`config.mk`:
```
export PLATFORM = sky130hd
export DESIGN_NAME = dmem_arbiter
export DESIGN_NICKNAME = d
export VERILOG_FILES = /design/src/rtl/dmem_arbiter.sv
export SDC_FILE = /design/constraint.sdc
export NUM_CORES = 1
export LEC_CHECK = 0
export CAP_MARGIN = 30
export CORE_AREA = 2 2 117 119
export CTS_BUF_LIST = sky130_fd_sc_hd__clkbuf_8
export CTS_CLUSTER_DIAMETER = 80
export DETAILED_ROUTE_END_ITERATION = 7
export DIE_AREA = 0 0 119 121
export PLACE_DENSITY_LB_ADDON = 0.08
export RECOVER_POWER = 100
export SLEW_MARGIN = 30
export SYNTH_ARGS = -nofsm -noshare
export SYNTH_HDL_FRONTEND = slang
export SYNTH_SLANG_ARGS = --single-unit
```
`constraint.sdc`:
```
create_clock -name clk -period 4.12 [get_ports clk]
set_clock_uncertainty 0.2 [all_clocks]
set_input_delay 0.824 -clock clk [delete_from_list [all_inputs] [get_ports clk]]
set_output_delay 0.824 -clock clk [all_outputs]
set_load 0.02 [all_outputs]
```
`src/rtl/dmem_arbiter.sv`:
```
// Data memory arbiter: CPU MEM stage (port 0) vs DMA/loader (port 1).
// CPU wins by default; a starvation counter forces an occasional DMA grant.
module dmem_arbiter #(
  parameter int ADDR_W       = 32,
  parameter int DATA_W       = 32,
  parameter int STARVE_LIMIT = 4
) (
  input  logic              clk,
  input  logic              rst_n,
  input  logic              p0_req,
  input  logic              p0_we,
  input  logic [ADDR_W-1:0] p0_addr,
  input  logic [DATA_W-1:0] p0_wdata,
  output logic              p0_gnt,
  output logic              p0_rvalid,
  output logic [DATA_W-1:0] p0_rdata,
  input  logic              p1_req,
  input  logic              p1_we,
  input  logic [ADDR_W-1:0] p1_addr,
  input  logic [DATA_W-1:0] p1_wdata,
  output logic              p1_gnt,
  output logic              p1_rvalid,
  output logic [DATA_W-1:0] p1_rdata,
  output logic              mem_read,
  output logic              mem_write,
  output logic [ADDR_W-1:0] mem_addr,
  output logic [DATA_W-1:0] mem_wdata,
  input  logic [DATA_W-1:0] mem_rdata,
  output logic              cpu_stall
);

  localparam logic [7:0] LIMIT = 8'(STARVE_LIMIT);

  logic [7:0]        starve_cnt;
  logic              rv0_q;
  logic              rv1_q;
  logic [DATA_W-1:0] rd0_q;
  logic [DATA_W-1:0] rd1_q;

  logic at_limit;
  logic win_starve;
  logic win_p0;
  logic win_p1;
  logic sel0;
  logic sel1;
  logic rd0_go;
  logic rd1_go;

  assign at_limit   = (starve_cnt == LIMIT);
  assign win_starve = rst_n & p1_req & at_limit;
  assign win_p0     = rst_n & p0_req & ~win_starve;
  assign win_p1     = rst_n & p1_req & ~p0_req & ~win_starve;

  // The three win terms are mutually exclusive by construction
  always_comb begin
    sel0 = 1'b0;
    sel1 = 1'b0;
    unique case (1'b1)
      win_starve: sel1 = 1'b1;
      win_p0:     sel0 = 1'b1;
      win_p1:     sel1 = 1'b1;
      default: begin
        sel0 = 1'b0;
        sel1 = 1'b0;
      end
    endcase
  end

  assign p0_gnt = sel0;
  assign p1_gnt = sel1;

  assign rd0_go = sel0 & ~p0_we;
  assign rd1_go = sel1 & ~p1_we;

  always_comb begin
    mem_read  = 1'b0;
    mem_write = 1'b0;
    mem_addr  = '0;
    mem_wdata = '0;
    if (sel0) begin
      mem_read  = ~p0_we;
      mem_write = p0_we;
      mem_addr  = p0_addr;
      mem_wdata = p0_wdata;
    end else if (sel1) begin
      mem_read  = ~p1_we;
      mem_write = p1_we;
      mem_addr  = p1_addr;
      mem_wdata = p1_wdata;
    end
  end

  assign cpu_stall = rst_n & p0_req & ~sel0;

  always_ff @(posedge clk) begin
    if (!rst_n) begin
      starve_cnt <= '0;
      rv0_q      <= 1'b0;
      rv1_q      <= 1'b0;
      rd0_q      <= '0;
      rd1_q      <= '0;
    end else begin
      rv0_q <= rd0_go;
      rv1_q <= rd1_go;
      if (rd0_go) rd0_q <= mem_rdata;
      if (rd1_go) rd1_q <= mem_rdata;
      if (!p1_req || sel1) begin
        starve_cnt <= '0;
      end else if (!at_limit) begin
        starve_cnt <= starve_cnt + 8'd1;
      end
    end
  end

  // Responses are masked during reset so a pending rvalid is discarded
  assign p0_rvalid = rv0_q & rst_n;
  assign p1_rvalid = rv1_q & rst_n;
  assign p0_rdata  = rst_n ? rd0_q : '0;
  assign p1_rdata  = rst_n ? rd1_q : '0;

endmodule

```
== Word level (Yosys, flattened, before mapping) ==
Index checks and enable logic that the tools add are counted.
W data, S select, Z words.
Cells by class
  $add $sub $neg: 1
  equality and inequality tests: 1
  mux-type cells: 12
  bitwise gates (word level): 17
  reduce and logical (&&, ||, !) cells: 4
Operator list (number)
  $mux W32: 6
  $and A1 B1 Y1: 11
  $add A8 B1 Y8 const B: 1
  $eq A8 B3 Y1 const B: 1
  $mux W1: 6
  $not A1 Y1: 6
  $reduce_or A2 Y1: 2
  $logic_not A1 Y1: 1
  $logic_or A1 B1 Y1: 1
Word-level totals
  flip-flop bits (word level): 74
  input port bits: 166
  output and inout port bits: 135
  logic and storage cells: 40

== Longest topological paths before layout ==
  depth after elaboration: 8
  mapped depth: 8
  mapped depth without buffers: 5

== Worst setup path after synthesis ==
Ideal clock, no wire load.
  kind: input to output
  from: input rst_n
  to: output mem_addr[22]
  arrival time: 2.193 ns
  data required time: 3.096 ns
  path slack: 0.903 ns
  cell stages on the path: 5
  path buffers: 2
  cell sequence: clkbuf_1 -> and2_1 -> o21a_1 -> clkbuf_1 -> a32o_1
Between the ends
  elaborated cells between the ends (all ways): 12
  those cells by class: mux (4); bitwise (7); reduce/logical (1)
RTL lines
  from (decl): line 9  | input logic rst_n,
  $and A1 B1 Y1 (2 in series): line 50  | assign win_starve = rst_n & p1_req & at_limit;
  $not A1 Y1: line 51  | assign win_p0 = rst_n & p0_req & ~win_starve;
  $and A1 B1 Y1 (*): line 51
  $mux W1 (*): line 58  | unique case (1'b1)
  net p0_gnt: line 14  | output logic p0_gnt,
  $mux W32 (*): line 80  | if (sel0) begin
  to (decl): line 26  | output logic [ADDR_W-1:0] mem_addr,
Mark *: on every way through the listed nets, which the timed path passes. The rest lies on a longest branch.

== Worst setup path in the final report ==
  from: input p1_req
  to: output mem_addr[10]
Between the ends
  cells in the longest elaborated chain, start to end: 8
  elaborated cells between the ends (all ways): 11
  those cells by class: mux (4); bitwise (6); reduce/logical (1)
RTL lines
  from (decl): line 17  | input logic p1_req,
  $and A1 B1 Y1 (*): line 50, 52
  $and A1 B1 Y1: line 50
  $not A1 Y1: line 51, 52
  $and A1 B1 Y1: line 52  | assign win_p1 = rst_n & p1_req & ~p0_req & ~win_starve;
  $reduce_or A2 Y1 (no line)
  $mux W1: line 58
  $mux W32: line 85  | end else if (sel1) begin
  $mux W32 (*): line 80
Mark *: on every way between the ends. The rest lies on a longest branch, timed or not.

==> flow_metrics.py <==
metrics = {
    "outcome": {
        "status": "finished, violations left",
        "violations": "capacitance limit, slew limit",
    },
    "placement": {
        "hpwl_mm": 14.59,
        "dp_slack_ns": 0.05200,
        "portBuffers": 300,
        "placed_area_um2": 7350,
        "place_inst": 909,
        "gp_congestion": 1.055,
    },
    "final_layout": {
        "utilization": 0.5753,
        "area_growth_pct": 77.81,
        "final_common_cell": "clkdlybuf4s50_1",
        "final-instance-count-excl-fill": 927,
        "antenna_cells": 0,
        "final_cell_mix": "clkdlybuf4s50_1, dfxtp_1, a32o_1, and2_0",
        "final_nets": 914,
        "fillCellCount": 1148,
        "drive_gt1_frac": 0.09188,
        "final_area_um2": 7528,
    },
    "routing": {
        "drt_iter0_markers": 271,
        "via_per_inst": 5.436,
        "num_vias": 5039,
        "drt_pass1_iterations": 5,
        "route.detailed.drc": 0,
        "antenna_left": 0,
        "wl_mm": 19.40,
        "wl_per_cell_um": 20.93,
    },
    "floorplanning": {
        "die_w_um": 119,
        "rows": 42,
        "core_area_um2": 13090,
        "die_area_um2": 14400,
        "io_pins": 301,
        "initial_core_util": 0.3236,
        "die_y_um": 121,
    },
    "worst_setup_path": {
        "worstPathMaxFanout": 44,
        "cp_data_required_time_ns": 3.10,
        "r2r_start": "starve_cnt[0]$_SDFFE_PP0P_",
        "crit_arrival_ns": 3.04,
        "worst-setup-path-type": "input port to output pin",
        "setup.worst_path.end_class": "output pin",
        "r2r_setup_slack_ns": 0.90,
        "start_kind": "input port",
        "crit_start": "p1_req",
    },
    "timing": {
        "period_share": 0.9872,
        "hold_violations": 0,
        "rsz0062_at_grt": "false",
        "final_max_slew_viol_count": 34,
        "max_slew_margin": -0.1256,
        "setup_viol": 0,
        "timing.final.ws_setup_ns": 0.05273,
        "tightest_slew_ns": 1.688,
        "max_freq_mhz": 245.9,
        "final.setup.tns_ns": 0,
        "finalCriticalPeriod_ns": 4.067,
    },
    "yosys": {
        "syn_nets": 639,
        "ys_warn_count": 0,
        "syn_area_per_cell_um2": 8.990,
        "synth_area_leaders": "dfxtp_1, a32o_1, and2_1",
        "synth_area_leader_cell": "dfxtp_1",
        "syn_inst": 471,
        "syn_area_um2": 4234,
        "yosysTopAreaCellShare": 0.3499,
        "synthDistinctLibCells": 32,
        "seq_area_frac_synth": 0.3499,
        "ys_ff_latch": 74,
    },
    "hold_path": {
        "hold_start": "starve_cnt[0]$_SDFFE_PP0P_",
        "hold_class": "flip-flop to flip-flop",
    },
    "grt": {
        "grt_pass1_wl_mm": 28.84,
        "grt_overflow": 0,
        "grt_antenna_before_repair": 0,
        "grt.total_usage": 0.2607,
        "grt_max_degree": 79,
        "grt_pass1_vias": 4961,
    },
    "clocking": {
        "cts_root_buf": "clkbuf_8",
        "clk_pin_slew_ns": 0.09,
        "tritoncts": "yes",
        "cts_inserted_buffers": 9,
        "clkSinkCount": 74,
        "cts_hold_buf": 0,
        "cts_buffer_depth": 2,
        "clk_latency_ns": 0.35,
        "htreeDepth": 3,
    },
    "power_and_ir_drop": {
        "p_per_area_nw_per_um2": 253.8,
        "vdd_ir_drop_max_v": 0.0002113,
        "power.leakage_nw": 2.722,
    },
    "job": {
        "max-cap-violations": 1,
    },
}
[metrics by stage]
stage / hold WS (ns) / total power (W)
2_1_floorplan: 0.2525 / 0.001023
3_3_place_gp: 0.2761 / 0.001354
3_5_place_dp: 0.2852 / 0.001360
4_1_cts: 0.3085 / 0.001935
5_1_grt: 0.3431 / 0.001995
6_report: 0.3073 / 0.001910
[what timing repair did]
action                     4_1_cts  5_1_grt
setup buffers                    0        1
setup endpoints to repair       24       46
pin swaps                        1        1
gates cloned                     1        0
resized for setup                0        2
[power by group]
group	total [W]	switching [W]	internal, W
combinational	0.000583	0.000267	0.000316
sequential	0.000759	0.00000717	0.000751
clock	0.000569	0.000289	0.000280
[per-layer routing]
| metal | vias up | global-route usage | routed length (µm) |
|---|---|---|---|
| met5 | - | 0 | 0 |
| met4 | 0 | 0.08482 | 465 |
| met3 | 30 | 0.08647 | 1470 |
| met2 | 228 | 0.4468 | 9621 |
| met1 | 2442 | 0.3071 | 7844 |
| li1 | 2339 | - | - |
[critical path, cell delays in order]
cell and delay [ns]:
clkdlybuf4s50_1 0.47, or4bb_1 0.50, o21a_2 0.24, buf_12 0.18, a32o_1 0.27, clkdlybuf4s50_1 0.55
[registers in the layout, summed over array words and instances, names as in the netlist]
name and count:
starve_cnt 8, rd1_q 32, rd0_q 32, rv0_q 1
rv1_q 1
[path summary, 6_finish.rpt]
check / to / cells after the start
worst max-delay path: mem_addr[10] / 6
worst min-delay path: starve_cnt[0]$_SDFFE_PP0P_ / 1
worst max register to register: rd1_q[18]$_SDFFE_PN0P_ / 7
worst min register to register: starve_cnt[0]$_SDFFE_PP0P_ / 1
[final cells by class]
cell class / instances / area (µm²) / share of cell area
clock inverter: 7 / 68.82 / 0.009141
clock buffer: 9 / 123.9 / 0.01645
sequential: 74 / 1481 / 0.1968
inverter: 7 / 26.28 / 0.003490
multi-input combinational: 334 / 2451 / 0.3256
tap: 176 / 220.2 / 0.02925
timing repair buffer: 320 / 3157 / 0.4193
[cell families after synthesis]
group,count (synthesis),share of synthesized area
flip-flops,74,0.3499
AND/OR/NAND/NOR,155,0.1974
XOR/XNOR,3,0.006207
adder cells (fa/ha/maj),2,0.005909
multiplexers,32,0.08511
buffers and inverters,64,0.07802
AO/OA/AOI/OAI,141,0.2775
[Yosys cell counts]
master / number
o21ai_1: 1
o211ai_4: 1
a32o_1: 65
mux2_1: 8
buf_6: 8
buf_2: 9
buf_4: 5
clkbuf_1: 35
inv_1: 7
nand2b_1: 1
nand4_1: 1
nor2b_1: 1
a21oi_1: 3
ha_1: 2
o211ai_1: 1
and2_1: 68
o21a_1: 2
or4bb_1: 1
nand2_1: 33
xor2_1: 2
xnor2_1: 1
or3b_2: 1
nand3_1: 36
or3_1: 3
nor2_1: 7
and3_1: 1
or4b_1: 1
dfxtp_1: 74
o221ai_1: 32
and2_0: 1
o21ai_0: 36
mux2_2: 24
(Power assumes the default switching activity.)
